### src/rtl/piso_serializer.sv
// Parallel-in serial-out shifter with a valid/ready load handshake.
// Words are sent MSB- or LSB-first, with stall pacing and zero-gap reload on the last bit.
//
// state | meaning
// IDLE  | no word in flight, ready for a load
// SHIFT | presenting sreg's output-end bit, cnt bits remaining
module piso_serializer #(
  parameter int WIDTH     = 4,
  parameter bit MSB_FIRST = 1'b1
) (
  input  logic             clk,
  input  logic             rst_n,
  input  logic [WIDTH-1:0] data_in,
  input  logic             load_valid,
  output logic             load_ready,
  input  logic             shift_en,
  output logic             sout,
  output logic             sout_valid,
  output logic             last,
  output logic             busy
);

  localparam int CW = $clog2(WIDTH) + 1;

  typedef enum logic {IDLE = 1'b0, SHIFT = 1'b1} state_t;

  state_t           state, state_nxt;
  logic [WIDTH-1:0] sreg, sreg_nxt;
  logic [CW-1:0]    cnt, cnt_nxt;
  logic             accept;

  assign busy       = (state == SHIFT);
  assign sout_valid = busy;
  assign last       = busy && (cnt == CW'(1));
  assign sout       = busy && (MSB_FIRST ? sreg[WIDTH-1] : sreg[0]);
  assign load_ready = (state == IDLE) || (last && shift_en);
  assign accept     = load_valid && load_ready;

  always_comb begin
    state_nxt = state;
    sreg_nxt  = sreg;
    cnt_nxt   = cnt;
    case (state)
      IDLE: begin
        if (accept) begin
          sreg_nxt  = data_in;
          cnt_nxt   = CW'(WIDTH);
          state_nxt = SHIFT;
        end
      end
      SHIFT: begin
        if (shift_en) begin
          if (cnt > CW'(1)) begin
            sreg_nxt = MSB_FIRST ? {sreg[WIDTH-2:0], 1'b0} : {1'b0, sreg[WIDTH-1:1]};
            cnt_nxt  = cnt - CW'(1);
          end else if (accept) begin
            // zero-gap reload: next word's first bit follows the last bit directly
            sreg_nxt = data_in;
            cnt_nxt  = CW'(WIDTH);
          end else begin
            sreg_nxt  = '0;
            cnt_nxt   = '0;
            state_nxt = IDLE;
          end
        end
      end
      default: begin
        sreg_nxt  = '0;
        cnt_nxt   = '0;
        state_nxt = IDLE;
      end
    endcase
  end

  always_ff @(posedge clk) begin
    if (!rst_n) begin
      state <= IDLE;
      sreg  <= '0;
      cnt   <= '0;
    end else begin
      state <= state_nxt;
      sreg  <= sreg_nxt;
      cnt   <= cnt_nxt;
    end
  end

endmodule

### config.mk
export PLATFORM = sky130hd
export DESIGN_NAME = piso_serializer
export DESIGN_NICKNAME = d
export VERILOG_FILES = /design/src/rtl/piso_serializer.sv
export SDC_FILE = /design/constraint.sdc
export NUM_CORES = 1
export LEC_CHECK = 0
export BUFFER_PORTS_ARGS = -buffer_cell sky130_fd_sc_hd__buf_2
export CORE_AREA = 4 4 41 43
export CTS_CLUSTER_DIAMETER = 150
export CTS_CLUSTER_SIZE = 14
export DETAILED_ROUTE_END_ITERATION = 16
export DIE_AREA = 0 0 45 47
export PLACE_DENSITY_LB_ADDON = 0.25
export SLEW_MARGIN = 15
export SYNTH_ARGS = -nofsm -noshare
export SYNTH_HDL_FRONTEND = slang
export SYNTH_SLANG_ARGS = --single-unit
export TNS_END_PERCENT = 10
### constraint.sdc
create_clock -name clk -period 1.1 [get_ports clk]
set_input_delay 0.275 -clock clk [delete_from_list [all_inputs] [get_ports clk]]
set_output_delay 0.275 -clock clk [all_outputs]
set_load 0.01 [all_outputs]
==> results of run 1 <==
[per-stage QoR]
stage / cells / hold WS, ns / area, µm²
2_1_floorplan: 60 / 0.3919 / 536.8
3_3_place_gp: 94 / 0.4616 / 666.9
3_5_place_dp: 94 / 0.4727 / 666.9
4_1_cts: 98 / 0.3107 / 724.4
5_1_grt: 98 / 0.3076 / 760.7
6_report: 98 / 0.2929 / 760.7
[power by group through the flow]
stage	logic, mW	clock network (mW)	registers, mW
2_1_floorplan	0.117	0	0.331
3_3_place_gp	0.176	0	0.336
3_5_place_dp	0.179	0	0.337
4_1_cts	0.190	0.239	0.331
5_1_grt	0.233	0.256	0.334
6_report	0.208	0.232	0.331
[Yosys cell counts (all sizes together)]
library cell,number
nand2,6
and2b,2
o2111ai,2
a31oi,6
and4b,1
o2bb2ai,1
and2,2
mux2i,1
a21oi,1
o21ai,5
a21boi,4
o211ai,4
o21ba,1
dfxtp,8
nor2b,2
inv,5
nand2b,1
ha,2
mux2,1
buf,4
a311oi,1
[metal layers]
layer	track usage, %	part of all wire [%]	up-vias
met3	5.747	5.2	2
li1	-	-	266
met5	0	0	-
met4	5.263	0.96	0
met2	25.99	52	9
met1	15.79	41	229
[what timing repair did]
| item | 4_1_cts | 5_1_grt |
|---|---|---|
| setup buffers | 1 | 0 |
| cloned | 0 | 0 |
| pin swaps | 7 | 2 |
| gates resized for setup | 9 | 8 |
| setup endpoints to repair | 12 | 13 |
| hold buffers | 0 | 0 |
[cell type report]
class	instances	share of cell area, %
Timing Repair Buffer	24	23.68
Inverter	5	2.467
Multi-Input combinational cell	43	46.55
Sequential cell	8	21.88
Tap cell	15	2.467
Clock buffer	3	2.961
[kinds of logic (layout without fill, tap and decap cells)]
logic type / count (synthesis) / after routing
adders and majority gates: 2 / 2
DFF: 8 / 8
and+or+nand+nor: 14 / 14
muxes: 2 / 2
buffers and inverters: 9 / 32
AOI/OAI and AO/OA: 25 / 25
[worst paths after layout]
| kind | cells past startpoint | from | endpoint |
|---|---|---|---|
| worst max-delay path | 5 | cnt[1] | last |
| worst min-delay path | 3 | data_in[0] | sreg[0] |
| worst max register to register | 7 | cnt[1] | sreg[3] |
| worst min register to register | 2 | sreg[0] | sreg[0] |
[registers in the layout, summed over array words and instances, names as in the netlist]
name / flops
busy: 1
sreg: 4
cnt: 3
[cells in the final DEF (no fill, tap or decap), types with 2 or more instances in the layout]
master     netlist  layout
a21boi_1         0       3
nand2_2          0       2
nand2_1          6       4
buf_2            1       9
a31oi_1          6       5
o2111ai_1        2       2
inv_1            5       4
dfxtp_2          0       2
o211ai_1         4       4
buf_6            1       6
dfxtp_1          8       5
buf_4            2       9
clkbuf_4         0       3
nor2b_1          2       2
o21ai_0          5       4
and2_4           0       2
[worst max-delay path, stage by stage, from the launching register on]
cell and delay [ns]:
dfxtp_2 0.33, inv_2 0.05, ha_4 0.15, and2b_2 0.20
and2_4 0.14, buf_6 0.11
==> results.tsv, run 1 <==
metric	value	unit
Synth Area in Simple Gates	15.29	%
Clk pwr share	30.1	%
multi-input logic area	354.1	µm²
CP Data Required Time	0.82	ns
Post-DRT Antenna Nets	0	
Pwr Total	0.7718	mW
synthesized area	515.5	µm²
RSZ-0062 raised after global routing	yes	
fin util	58.46	%
failing checks	setup timing	
initial DRC count	7	
Synth Warn #	0	
final hold violation count	0	
Synth Area in Compound Gates	34.22	%
antenna cells	0	
final worst path period need	1.504	ns
sequential power share	42.9	%
Seq cells post-synth	8	
IO Pins	13	
Avg Cell Area, Syn	8.592	µm²
pre-CTS setup slack	-0.1373	ns
Setup crit end kind	primary output	
GP Congestion	0.7597	
routed len/inst	12.79	µm
post-synthesis xor/xnor area fraction	0	%
placeable core area	1301	µm²
P per Cell Area	1015	nW/µm²
part of the cycle the worst path needs	136.7	%
GR Util All Layers	14.65	%
first-pass GRT wire length	2.187	mm
post-synthesis cell count	60	
CTS Buffer Depth	2	
root buffer cell	clkbuf_4	
setup TNS	-2.092	ns
Tightest Pin Transition	0.2840	ns
CTS buffer count	3	
starting density of the core	39.62	%
Layout Nets	95	
worst setup margin	-0.4041	ns
Synth top area share	31.07	%
outcome	complete, but fails checks	
sequential area share after synthesis	31.07	%
final setup fails	12	
Fill cells	137	
Fmax	0.6649	GHz
largest family of logic cells by synthesized area	compound AO/OA/AOI/OAI gates	
final WL	1.253	mm
Comb pwr share	27.0	%
R2R Setup Slk	-0.23	ns
# DRC	0	
Switching Share	29.15	%
Crit Path Max Fanout	3	
Die Span Y	47	µm
dpl hpwl	949.8	µm
total gr overflow	0	
Sink Count	8	
largest net degree at the start of global routing	10	
mux contribution to synthesized area	4.854	%
DRT Pass-1 Iters	2	
Hold Path Class	input pin to flop	
FP Rows	13	
crit path kind	flop to primary output	
die area	2115	µm²
CTS clock-pin slew for the worst setup and hold paths	0.06	ns
internal cell power	0.5468	mW
number of port buffers	12	
CP Data Arrival Time	1.23	ns
synthesis-to-layout area growth	47.57	%
relative slew slack	80.52	%
Max IR drop VDD	0.6068	mV
NetSw	0.2249	mW
Slew Limit Fails	0	
Netlist cell types	23	
Post-Synth Adder-Cell Area	4.854	%
Vias	506	
CP Launch Type	flop	
area leader, netlist	dfxtp_1	
vias in the first global route	512	
clk_skew	0.002031	ns
htree depth	1	
Vias/cell	5.163	
initial antenna violation count	0	
share of layout cells above drive strength 1	51.81	%
clk_lat worst skew	0.26	ns
CTS tree	built	
Max Cap Violations	0	
chip width	45	µm
Synth area leaders	dfxtp_1, a31oi_1, a21boi_0	
P_leak	0.3085	nW
FF+latch area	166.4	µm²
syn nets	70	
Note: power is estimated with default switching activity, not from simulation.
==> run 2: changes to the inputs <==
Settings changed: PLACE_DENSITY_LB_ADDON 0.25 to unset.
==> results.tsv, run 2 (synthesized netlist as in run 1, its figures left out) <==
metric	value	unit
CTS buffer count	3	
routed len/inst	12.43	µm
GR Util All Layers	13.98	%
Slew Limit Fails	0	
CP Launch Type	flop	
root buffer cell	clkbuf_4	
failing checks	setup timing	
final setup fails	12	
part of the cycle the worst path needs	137.6	%
slowest cell on the critical path	dfxtp_2	
Fmax	0.6607	GHz
Post-DRT Antenna Nets	0	
Sink Count	8	
outcome	complete, but fails checks	
vias in the first global route	514	
Worst path top cell family by delay	simple AND/OR/NAND/NOR gates	
final worst path period need	1.514	ns
CTS Hold Bufs	0	
CP Data Required Time	0.82	ns
# DRC	0	
first-pass GRT wire length	2.076	mm
P_leak	0.3031	nW
Vias	519	
total gr overflow	0	
WL met1	547	µm
CP max stage delay	0.33	ns
Vias/cell	5.296	
CTS clock-pin slew for the worst setup and hold paths	0.06	ns
Crit Path Max Fanout	4	
Max IR drop VDD	0.5673	mV
number of port buffers	12	
final hold violation count	0	
Critical Path, Cell by Cell	inv_2 > ha_4 > and2b_2 > and2_4 > buf_6	
commonest non-fill, non-tap cell in the layout	buf_4	
GP Congestion	0.7461	
Layout Nets	95	
IO Pins	13	
CTS tree	built	
crit path kind	flop to primary output	
RSZ-0062 raised after global routing	yes	
share of layout cells above drive strength 1	49.40	%
clk_lat worst skew	0.25	ns
Hold Path Class	input pin to flop	
die area	2115	µm²
initial antenna violation count	0	
initial DRC count	1	
starting density of the core	39.62	%
DRT Pass-1 Iters	2	
setup TNS	-1.623	ns
P per Cell Area	1041	nW/µm²
antenna cells	0	
commonest cells after routing, fill and taps aside	buf_4, buf_2, a31oi_1	
dpl hpwl	945.7	µm
Critical path buffers and inverters	2	
chip width	45	µm
htree depth	1	
wire length on met2	612	µm
largest net degree at the start of global routing	10	
worst setup margin	-0.4135	ns
max layer used	met4	
Pwr Total	0.7595	mW
synthesis-to-layout area growth	41.51	%
number of flip-flops in the largest register	4	
placeable core area	1301	µm²
CP Data Arrival Time	1.24	ns
met3 routed WL	46	µm
Max Cap Violations	0	
relative slew slack	78.51	%
CTS Buffer Depth	2	
clk_skew	0.0004811	ns
FP Rows	13	
R2R Setup Slk	-0.12	ns
Setup crit end kind	primary output	
pre-CTS setup slack	-0.1698	ns
Die Span Y	47	µm
register with the most flip-flops	sreg	
final WL	1.218	mm
Tightest Pin Transition	0.3135	ns
[run 2: final timing paths]
check / cells past startpoint / to / startpoint
min reg2reg: 2 / sreg[0] / sreg[0]
max: 5 / last / cnt[1]
min: 3 / sreg[0] / data_in[0]
max reg2reg: 6 / sreg[1] / cnt[1]
[run 2: repair_timing]
| action | 4_1_cts | 5_1_grt |
|---|---|---|
| pin swaps | 7 | 0 |
| gates cloned | 0 | 0 |
| resized for setup | 11 | 1 |
| setup endpoints to repair | 13 | 13 |
| setup buffers | 2 | 0 |
[run 2: power by group]
group	total [mW]	leakage [nW]	switching, mW	internal [mW]
combinational	0.193	0.222	0.0936	0.0999
clock	0.235	0.0138	0.109	0.126
sequential	0.331	0.0675	0.0182	0.313
total	0.760	0.303	0.221	0.539
[run 2: cell type report]
cell class | count | area, µm²
well taps | 15 | 18.77
multi-input cells | 43 | 336.6
fillers | 132 | 571.8
inverters | 5 | 18.77
flip-flops and latches | 8 | 166.4
clock buffers | 3 | 22.52
repair buffers | 24 | 166.4
[run 2: tightest hold or removal path: stages]
cell      delay [ns]
buf_2           0.10
o211ai_1        0.07
a21boi_0        0.08
[run 2: through the flow]
stage / std cells / cell area [µm²] / hold slack, ns / util (%)
floorplan: 60 / 536.8 / 0.3919 / -
global placement: 93 / 659.4 / 0.4580 / 50.67
detailed placement: 93 / 659.4 / 0.4726 / 50.67
CTS: 98 / 729.5 / 0.3147 / 56.06
global route: 98 / 729.5 / 0.3294 / 56.06
finish: 98 / 729.5 / 0.3184 / 56.06
[run 2: per-layer routing]
metal  vias to the layer above  GRT usage [%]
met3                         2          3.448
met2                         6          22.60
met5                         -              0
met4                         0          9.942
met1                       242          16.14
li1                        269              -
